### config.mk
export PLATFORM = sky130hd
export DESIGN_NAME = tmr0_timer_flat
export DESIGN_NICKNAME = d
export VERILOG_FILES = /design/src/rtl/tmr0_timer_if.sv /design/src/rtl/tmr0_timer.sv /design/src/flat_wrapper.sv
export SDC_FILE = /design/constraint.sdc
export NUM_CORES = 1
export LEC_CHECK = 0
export ABC_AREA = 1
export CORE_AREA = 2 2 43 85
export CTS_CLUSTER_SIZE = 16
export DETAILED_ROUTE_END_ITERATION = 7
export DIE_AREA = 0 0 45 87
export PLACE_DENSITY = 0.7
export SYNTH_ARGS = -nofsm -noshare
export SYNTH_HDL_FRONTEND = slang
export SYNTH_SLANG_ARGS = --single-unit
### constraint.sdc
create_clock -name clk -period 1.5 [get_ports clk]
set_input_delay 0.3 -clock clk [delete_from_list [all_inputs] [get_ports clk]]
set_output_delay 0.3 -clock clk [all_outputs]
set_load 0.02 [all_outputs]
### src/rtl/tmr0_timer_if.sv
// Register-file and pin-side signals of the Timer0 core.
// The master drives strobes, pin and bus data; the slave (timer) returns TMR0 and the overflow pulse.
interface tmr0_timer_if;
    logic       instr_tick;
    logic       t0cki;
    logic [7:0] option_reg_val;
    logic       option_reg_wr_en;
    logic       tmr0_reg_wr_en;
    logic [7:0] data_in;
    logic [7:0] tmr0_reg_val;
    logic       t0if_set;

    modport master (
        output instr_tick, t0cki, option_reg_val, option_reg_wr_en, tmr0_reg_wr_en, data_in,
        input  tmr0_reg_val, t0if_set
    );

    modport slave (
        input  instr_tick, t0cki, option_reg_val, option_reg_wr_en, tmr0_reg_wr_en, data_in,
        output tmr0_reg_val, t0if_set
    );
endinterface

### src/rtl/tmr0_timer.sv
// Timer0 core: TMR0 register, 8-bit prescaler, T0CKI edge detection and post-write count inhibit.
// Raises a one-clk t0if_set pulse when TMR0 wraps from 8'hFF to 8'h00 through an increment.
module tmr0_timer #(
    parameter logic [7:0] TMR0_RESET        = 8'h00,
    parameter int          WR_INHIBIT_CYCLES = 2
) (
    input logic          clk,
    input logic          rst,
    tmr0_timer_if.slave  bus
);

    localparam logic [1:0] INH_LOAD = 2'(WR_INHIBIT_CYCLES);

    // PS selects 1:2 .. 1:256; the mask is all-ones over the low PS+1 bits.
    function automatic logic [7:0] psc_mask(input logic [2:0] ps);
        logic [8:0] m;
        m = (9'd2 << ps) - 9'd1;
        return m[7:0];
    endfunction

    logic       t0cki_p0, t0cki_p1, t0cki_p2;
    logic [7:0] psc, psc_nxt;
    logic [1:0] inh, inh_nxt;
    logic [7:0] tmr0, tmr0_nxt;
    logic       t0if_nxt;
    logic       t0cs, t0se, psa;
    logic [7:0] mask;
    logic       src_evt, evt_ok, psc_hit, tmr0_inc;

    always_comb begin
        t0cs = bus.option_reg_val[5];
        t0se = bus.option_reg_val[4];
        psa  = bus.option_reg_val[3];
        mask = psc_mask(bus.option_reg_val[2:0]);

        if (!t0cs)
            src_evt = bus.instr_tick;
        else if (t0se)
            src_evt = ~t0cki_p1 & t0cki_p2;
        else
            src_evt = t0cki_p1 & ~t0cki_p2;

        evt_ok  = src_evt && (inh == 2'd0);
        psc_hit = ((psc & mask) == mask);
        // An OPTION write swallows the event for the prescaler path only.
        tmr0_inc = evt_ok && (psa || (!bus.option_reg_wr_en && psc_hit));

        psc_nxt = psc;
        if (bus.tmr0_reg_wr_en || bus.option_reg_wr_en || psa)
            psc_nxt = 8'd0;
        else if (evt_ok)
            psc_nxt = psc + 8'd1;

        inh_nxt = inh;
        if (bus.tmr0_reg_wr_en)
            inh_nxt = INH_LOAD;
        else if (bus.instr_tick && (inh != 2'd0))
            inh_nxt = inh - 2'd1;

        tmr0_nxt = tmr0;
        t0if_nxt = 1'b0;
        if (bus.tmr0_reg_wr_en) begin
            tmr0_nxt = bus.data_in;
        end else if (tmr0_inc) begin
            tmr0_nxt = tmr0 + 8'd1;
            t0if_nxt = (tmr0 == 8'hFF);
        end
    end

    // Stage p0..p2: two-flop synchronizer followed by the edge-history flop.
    always_ff @(posedge clk or posedge rst) begin
        if (rst) begin
            t0cki_p0 <= 1'b0;
            t0cki_p1 <= 1'b0;
            t0cki_p2 <= 1'b0;
        end else begin
            t0cki_p0 <= bus.t0cki;
            t0cki_p1 <= t0cki_p0;
            t0cki_p2 <= t0cki_p1;
        end
    end

    always_ff @(posedge clk or posedge rst) begin
        if (rst) begin
            psc  <= 8'd0;
            inh  <= 2'd0;
            tmr0 <= TMR0_RESET;
            bus.t0if_set <= 1'b0;
        end else begin
            psc  <= psc_nxt;
            inh  <= inh_nxt;
            tmr0 <= tmr0_nxt;
            bus.t0if_set <= t0if_nxt;
        end
    end

    assign bus.tmr0_reg_val = tmr0;

endmodule
### src/flat_wrapper.sv
// flat-port wrapper written by rule: the top's interface ports become plain ports
module tmr0_timer_flat 
#(
    parameter logic [7:0] TMR0_RESET        = 8'h00,
    parameter int          WR_INHIBIT_CYCLES = 2
)
  (clk, rst, bus_instr_tick, bus_t0cki, bus_option_reg_val, bus_option_reg_wr_en, bus_tmr0_reg_wr_en, bus_data_in, bus_tmr0_reg_val, bus_t0if_set);
  tmr0_timer_if bus_i ();
  input logic clk;
  input logic rst;
  input wire logic [$bits(bus_i.instr_tick)-1:0] bus_instr_tick;
  input wire logic [$bits(bus_i.t0cki)-1:0] bus_t0cki;
  input wire logic [$bits(bus_i.option_reg_val)-1:0] bus_option_reg_val;
  input wire logic [$bits(bus_i.option_reg_wr_en)-1:0] bus_option_reg_wr_en;
  input wire logic [$bits(bus_i.tmr0_reg_wr_en)-1:0] bus_tmr0_reg_wr_en;
  input wire logic [$bits(bus_i.data_in)-1:0] bus_data_in;
  output wire logic [$bits(bus_i.tmr0_reg_val)-1:0] bus_tmr0_reg_val;
  output wire logic [$bits(bus_i.t0if_set)-1:0] bus_t0if_set;
  assign bus_i.instr_tick = bus_instr_tick;
  assign bus_i.t0cki = bus_t0cki;
  assign bus_i.option_reg_val = bus_option_reg_val;
  assign bus_i.option_reg_wr_en = bus_option_reg_wr_en;
  assign bus_i.tmr0_reg_wr_en = bus_tmr0_reg_wr_en;
  assign bus_i.data_in = bus_data_in;
  assign bus_tmr0_reg_val = bus_i.tmr0_reg_val;
  assign bus_t0if_set = bus_i.t0if_set;
  tmr0_timer #(.TMR0_RESET(TMR0_RESET), .WR_INHIBIT_CYCLES(WR_INHIBIT_CYCLES)) u_core (.clk(clk), .rst(rst), .bus(bus_i));
endmodule
==> results.yml <==
cts:
  cts_buffer_depth: 2
  root_buffer: "clkbuf_8"
  h-tree-depth: 1
  path_clk_slew_ps: 80
  insertion_delay_ps: 250
  cts_buffers: 3
  cts_tree: "built"
  cts_sinks: 22
logic_synthesis:
  ys_async_sr_fraction_pct: 100
  synth_fp_nets: 221
  syn_area_um2: 1430
  yosys-top-cells-area: "dfrtp_1, nand2_1, nand3_1"
  avgSynthCellArea_um2: 7.31
  synth_ff_type: "dfrtp_1"
  synth.distinct_cells: 25
  synth_seq_area_share_pct: 38.6
  yosysWarnings: 0
  synth_seq_cells: 22
  synth_top_area_share_pct: 38.6
  synthCells: 195
  synth_top_cell_by_area: "dfrtp_1"
  synth_edf_count: 0
power:
  power_frac_clock_pct: 26.9
  switching_share_pct: 30.2
  p_switching_uw: 469
  vdd_ir_drop_max_v: 0.000644
  p_leak_uw: 0.000998
  power_frac_seq_pct: 43.7
  power_density_nw_per_um2: 761
  internal-power_uw: 1080
  power_frac_comb_pct: 29.4
grt:
  grt_pass1_vias: 1297
  grt_pass1_wl_mm: 5.39
  antenna_found_initial: 0
  grtUsageTotal_pct: 17.7
  grt_max_degree: 23
  overflow: 0
min_path:
  hold_class: "reg2reg"
  min_delay_path_depth: 0
timing:
  layout_setup_ws_ps: 11.3
  slew_headroom_pct: 75.7
  hold_viol: 0
  post-route-min-period_ps: 1490
  setup_violations: 0
  slew_viol_final: 0
  max_clock_freq_mhz: 672
  tightest_slew_ps: 361
  fin_skew_ps: 2.37
  whs_ps: 357
  finalCritPeriodShare_pct: 99.2
  rsz0062_at_grt: "yes"
floorplan:
  rows: 30
  die_w_um: 45
  die-area_um2: 3920
  die_h_um: 87
  initial_core_util_pct: 43.1
  io_pins: 31
  core_area_um2: 3300
cells_and_area:
  seq_area_um2: 551
  final_nets: 272
  drive_gt1_share_pct: 22.9
  insertedDiodeCount: 0
  final_area_um2: 2040
  fill_cells: 288
  final_core_util_pct: 61.7
  fin_cells: 277
  areaGrowthSynthToFinish_pct: 43.1
  multi_input_comb_area_um2: 840
route:
  post_drt_wl_per_cell_um: 11.6
  drt_wl_total_mm: 3.22
  drt_iter0_drc: 28
  drc: 0
  vias_per_cell: 5.10
  antenna_left: 0
  num_vias: 1413
  first_pass_iters: 4
critical_path:
  r2r.worst_path.cells: 9
  crit_fanout: 8
  path_class: "in2reg"
  crit_required_ps: 1700
  critPathArrivalTime_ps: 1690
  critPathLaunchType: "primary input"
  endpoint_kind: "flip-flop"
place:
  preCtsSetupSlack_ps: -667
  place_area_um2: 1880
  place.gp.congestion: 0.833
  numPortBuffers: 28
  placed_cells: 268
  dp_hpwl_mm: 2.40
outcome:
  outcome: "finished, final reports clean"
flow_run:
  drv_cap: 0
cells in the final DEF (no fill, tap or decap), types with 2 or more instances in the layout:
cell type	n
a21oi_1	5
buf_4	20
buf_6	2
clkbuf_8	4
clkdlybuf4s50_1	16
dfrtp_1	22
dlygate4sd2_1	8
ha_1	2
inv_1	20
inv_2	2
nand2_1	51
nand2_2	7
nand2_4	4
nand2_8	2
nand3_1	21
nand4_1	4
nor2_1	13
nor2_2	2
nor3_2	2
o21ai_0	11
o21ai_1	5
xnor2_1	2
xor2_1	5
layer usage:
metal | track usage (%) | wire (um) | vias to the layer above
li1 | - | - | 722
met1 | 22.7 | 1380 | 661
met2 | 31.0 | 1720 | 28
met3 | 2.28 | 105 | 2
met4 | 3.21 | 21 | 0
met5 | 0 | 0 | -
path summary, 6_finish.rpt:
check | from | slack [ps] | end
max reg2reg | u_core.t0cki_p2 | 70 | u_core.bus.tmr0_reg_val[7]
min | u_core.t0cki_p0 | 360 | u_core.t0cki_p1
max | bus_option_reg_val[1] | 10 | u_core.bus.tmr0_reg_val[7]
max in group asynchronous | rst | 900 | u_core.t0cki_p1
min reg2reg | u_core.t0cki_p0 | 360 | u_core.t0cki_p1
min in group asynchronous | rst | 370 | u_core.inh[1]
kinds of logic (layout without fill, tap and decap cells):
kind of cell / after synthesis / count (layout) / share of synthesized area [%]
flops: 22 / 22 / 38.6
compound gates: 22 / 22 / 7.90
buf+inv: 29 / 78 / 9.75
simple gates: 111 / 112 / 35.9
fa+ha+maj: 4 / 4 / 3.51
xor+xnor: 7 / 7 / 4.30
cells in the mapped netlist (all sizes together) (3+ instances only):
cell type and n:
nor3 3, nand2 63, o21ai 16, nor2 16, inv 24, nand4 4
xor2 5, a21oi 5, dfrtp 22, buf 4, ha 4, nand3 23
metrics by stage:
step	total power, uW	TNS (ps)
global placement	1120	-6600
finish	1550	0
floorplan	926	-198
CTS	1530	0
global route	1640	-410
detailed placement	1130	-7090
what timing repair did:
action | in CTS | in global routing
gates cloned | 1 | 0
setup buffers | 2 | 2
endpoints found under the setup margin | 17 | 13
pin swaps | 4 | 10
hold buffers | 0 | 0
gates resized for setup | 22 | 28
worst max-delay path, cell delays in order:
cell	delay, ps
buf_8	100
nor2_4	130
nand2_4	70
ha_4	250
nor2_1	30
nor2_1	90
nand3_1	70
nor2_1	120
nand2_2	80
nand2_4	110
nand2_8	80
nand2_8	110
nand2_1	80
nand2_1	70
flip-flops by register name (all words and copies together), names as in the netlist:
register,flops
u_core.bus.tmr0_reg_val,8
u_core.psc,8
u_core.inh,2
u_core.bus.t0if_set,1
u_core.t0cki_p0,1
u_core.t0cki_p1,1
u_core.t0cki_p2,1
area by class of cell:
type / count / area share (%)
clock buffer: 4 / 2.70
sequential: 22 / 27.0
timing repair buffer: 49 / 21.3
multi-input combinational: 145 / 41.2
tap: 32 / 1.96
inverter: 25 / 5.83
power groups by stage:
stage / combinational [uW] / sequential, uW / clock, uW
after detailed placement: 438 / 689 / 0
after global routing: 504 / 684 / 450
after CTS: 423 / 676 / 429
final: 456 / 677 / 418
after floorplan: 196 / 730 / 0
after global placement: 435 / 687 / 0
No activity file was read; power rests on OpenSTA's default activity.
==> variant (same settings) <==
Make the reset (`rst`) synchronous in 2 clocked blocks.
--- a/src/rtl/tmr0_timer.sv
+++ b/src/rtl/tmr0_timer.sv
@@ -70,3 +70,3 @@
     // Stage p0..p2: two-flop synchronizer followed by the edge-history flop.
-    always_ff @(posedge clk or posedge rst) begin
+    always_ff @(posedge clk) begin
         if (rst) begin
@@ -82,3 +82,3 @@
 
-    always_ff @(posedge clk or posedge rst) begin
+    always_ff @(posedge clk) begin
         if (rst) begin
Check against the original RTL: differs if rst is asserted again (counterexample within 4 cycles, from zero or initial values and one cycle with rst high); with rst held inactive, the same outputs for 10 cycles.
==> variant against the unedited design <==
- the flow now finishes with violations (setup timing)
- register-to-register slack about the same
- setup slack worse by 0.017 ns
- largest power group unchanged
- routed wire length up 1.4%
- synthesized area down 8.6%
- critical path depth up 1
- total power down 11%
- sequential cell count unchanged
- largest cell class unchanged
- critical path type unchanged
- final area down 3.7%
==> variant: results <==
group,metric,value,unit
status,status,"complete, but fails checks",
status,violations,"setup timing",
grt,grt_pass1_wl,5610,um
grt,first_global_vias,1404,
routing,dr_wl_met3,115,um
layout,drive_above_1_share,24.0,%
routing,routed_wl,3260,um
routing,dr_wl_met2,1690,um
sta,setup_slack,-0.00539,ns
routing,drt-initial-drc-count,24,
power,p_leak,0.928,nW
logic_synthesis,yosysSeqAreaShare,33.8,%
power,ir_drop,0.743,mV
logic_synthesis,avgSynthCellArea,6.45,sq um
worst_setup_path,path_max_fanout,5,
logic_synthesis,synth_cell_types,28,
sta,worst_slew_pin_slew,0.289,ns
hold_path,holdPathStages,2,
logic_synthesis,synthTopCellsByArea,"dfxtp_1, nand2_1, inv_1",
logic_synthesis,syn_nets,228,
sta,setup_violations,1,
layout,fin_nets,285,
placed_design,place_congestion,0.845,
routing,viasPerCell,4.99,
worst_setup_path,reg2reg_depth,10,
sta,finClkSkew,0.00312,ns
layout,fill_cells,327,
hold_path,min_path_type,"flip-flop to flip-flop",
logic_synthesis,synthArstFlopShare,0,%
power,power.switching,0.373,mW
grt,grt_usage,18.2,%
clocking,insertion_delay,0.27,ns
placed_design,place_ws,-0.711,ns
sta,fin_tns_setup,-0.00539,ns
routing,wl_per_cell,11.2,um
grt,grt_start_max_net_pins,13,
worst_setup_path,arrival,1.67,ns
routing,dr.pass1.iters,5,
placed_design,hpwlAfterDp,2320,um
## variant: cells by family (layout without fill, tap and decap cells)
group / after synthesis / count (layout) / share of synthesized area, %
XOR/XNOR: 4 / 4 / 2.69
multiplexers: 1 / 1 / 0.769
buffers and inverters: 37 / 91 / 11.0
AO/OA/AOI/OAI: 33 / 33 / 13.4
flip-flops: 22 / 22 / 33.8
AND/OR/NAND/NOR: 101 / 103 / 34.4
adder cells (fa/ha/maj): 4 / 4 / 3.84
## variant: metrics by stage
step	cell area [sq um]	hold WS [ns]
finish	1960	0.415
global route	1960	0.444
CTS	1890	0.419
detailed placement	1770	0.407
global placement	1770	0.400
floorplan	1330	0.388
## variant: per-layer routing
layer  vias to the layer above  global-route usage (%)
met5                         -                       0
met4                         0                    6.68
met3                         4                    1.87
met2                        23                    30.6
met1                       658                    23.1
li1                        762                       -
## variant: area by class of cell
class / instances / area, sq um / share of cell area (%)
Multi-Input combinational cell: 145 / 806 / 41.0
Timing Repair Buffer: 54 / 495 / 25.2
Clock buffer: 4 / 55.1 / 2.80
Sequential cell: 22 / 443 / 22.6
Tap cell: 32 / 40.0 / 2.04
Inverter: 33 / 124 / 6.31
## variant: path summary, 6_finish.rpt
kind	from	endpoint	slack [ns]
min reg2reg	u_core.t0cki_p0	u_core.t0cki_p1	0.41
min	u_core.t0cki_p0	u_core.t0cki_p1	0.41
max reg2reg	u_core.bus.tmr0_reg_val[0]	u_core.bus.tmr0_reg_val[6]	0.07
max	bus_option_reg_val[1]	u_core.bus.tmr0_reg_val[3]	-0.005
## variant: repair_timing
action / 4_1_cts / 5_1_grt
endpoints found under the setup margin: 19 / 16
pin swaps: 10 / 21
setup buffers: 6 / 2
gates cloned: 2 / 1
resized for setup: 30 / 24
## variant: worst max-delay path: stages
cell and delay, ns:
buf_8 0.10, nor2_4 0.11, nand2_2 0.08, ha_4 0.27, nor2_2 0.03, nor2_1 0.08, nand2_1 0.05, nor2_1 0.10
nand3_1 0.09, nand2_2 0.10, nand2_4 0.09, nand2_4 0.11, nand2_2 0.05, nand2_1 0.06, nor2_1 0.05
## variant: power by group through the flow
stage / Clock [mW] / Combinational, mW / Sequential, mW
2_1_floorplan: 0 / 0.130 / 0.652
3_3_place_gp: 0 / 0.288 / 0.637
3_5_place_dp: 0 / 0.294 / 0.638
4_1_cts: 0.436 / 0.307 / 0.623
5_1_grt: 0.452 / 0.363 / 0.629
6_report: 0.427 / 0.326 / 0.625
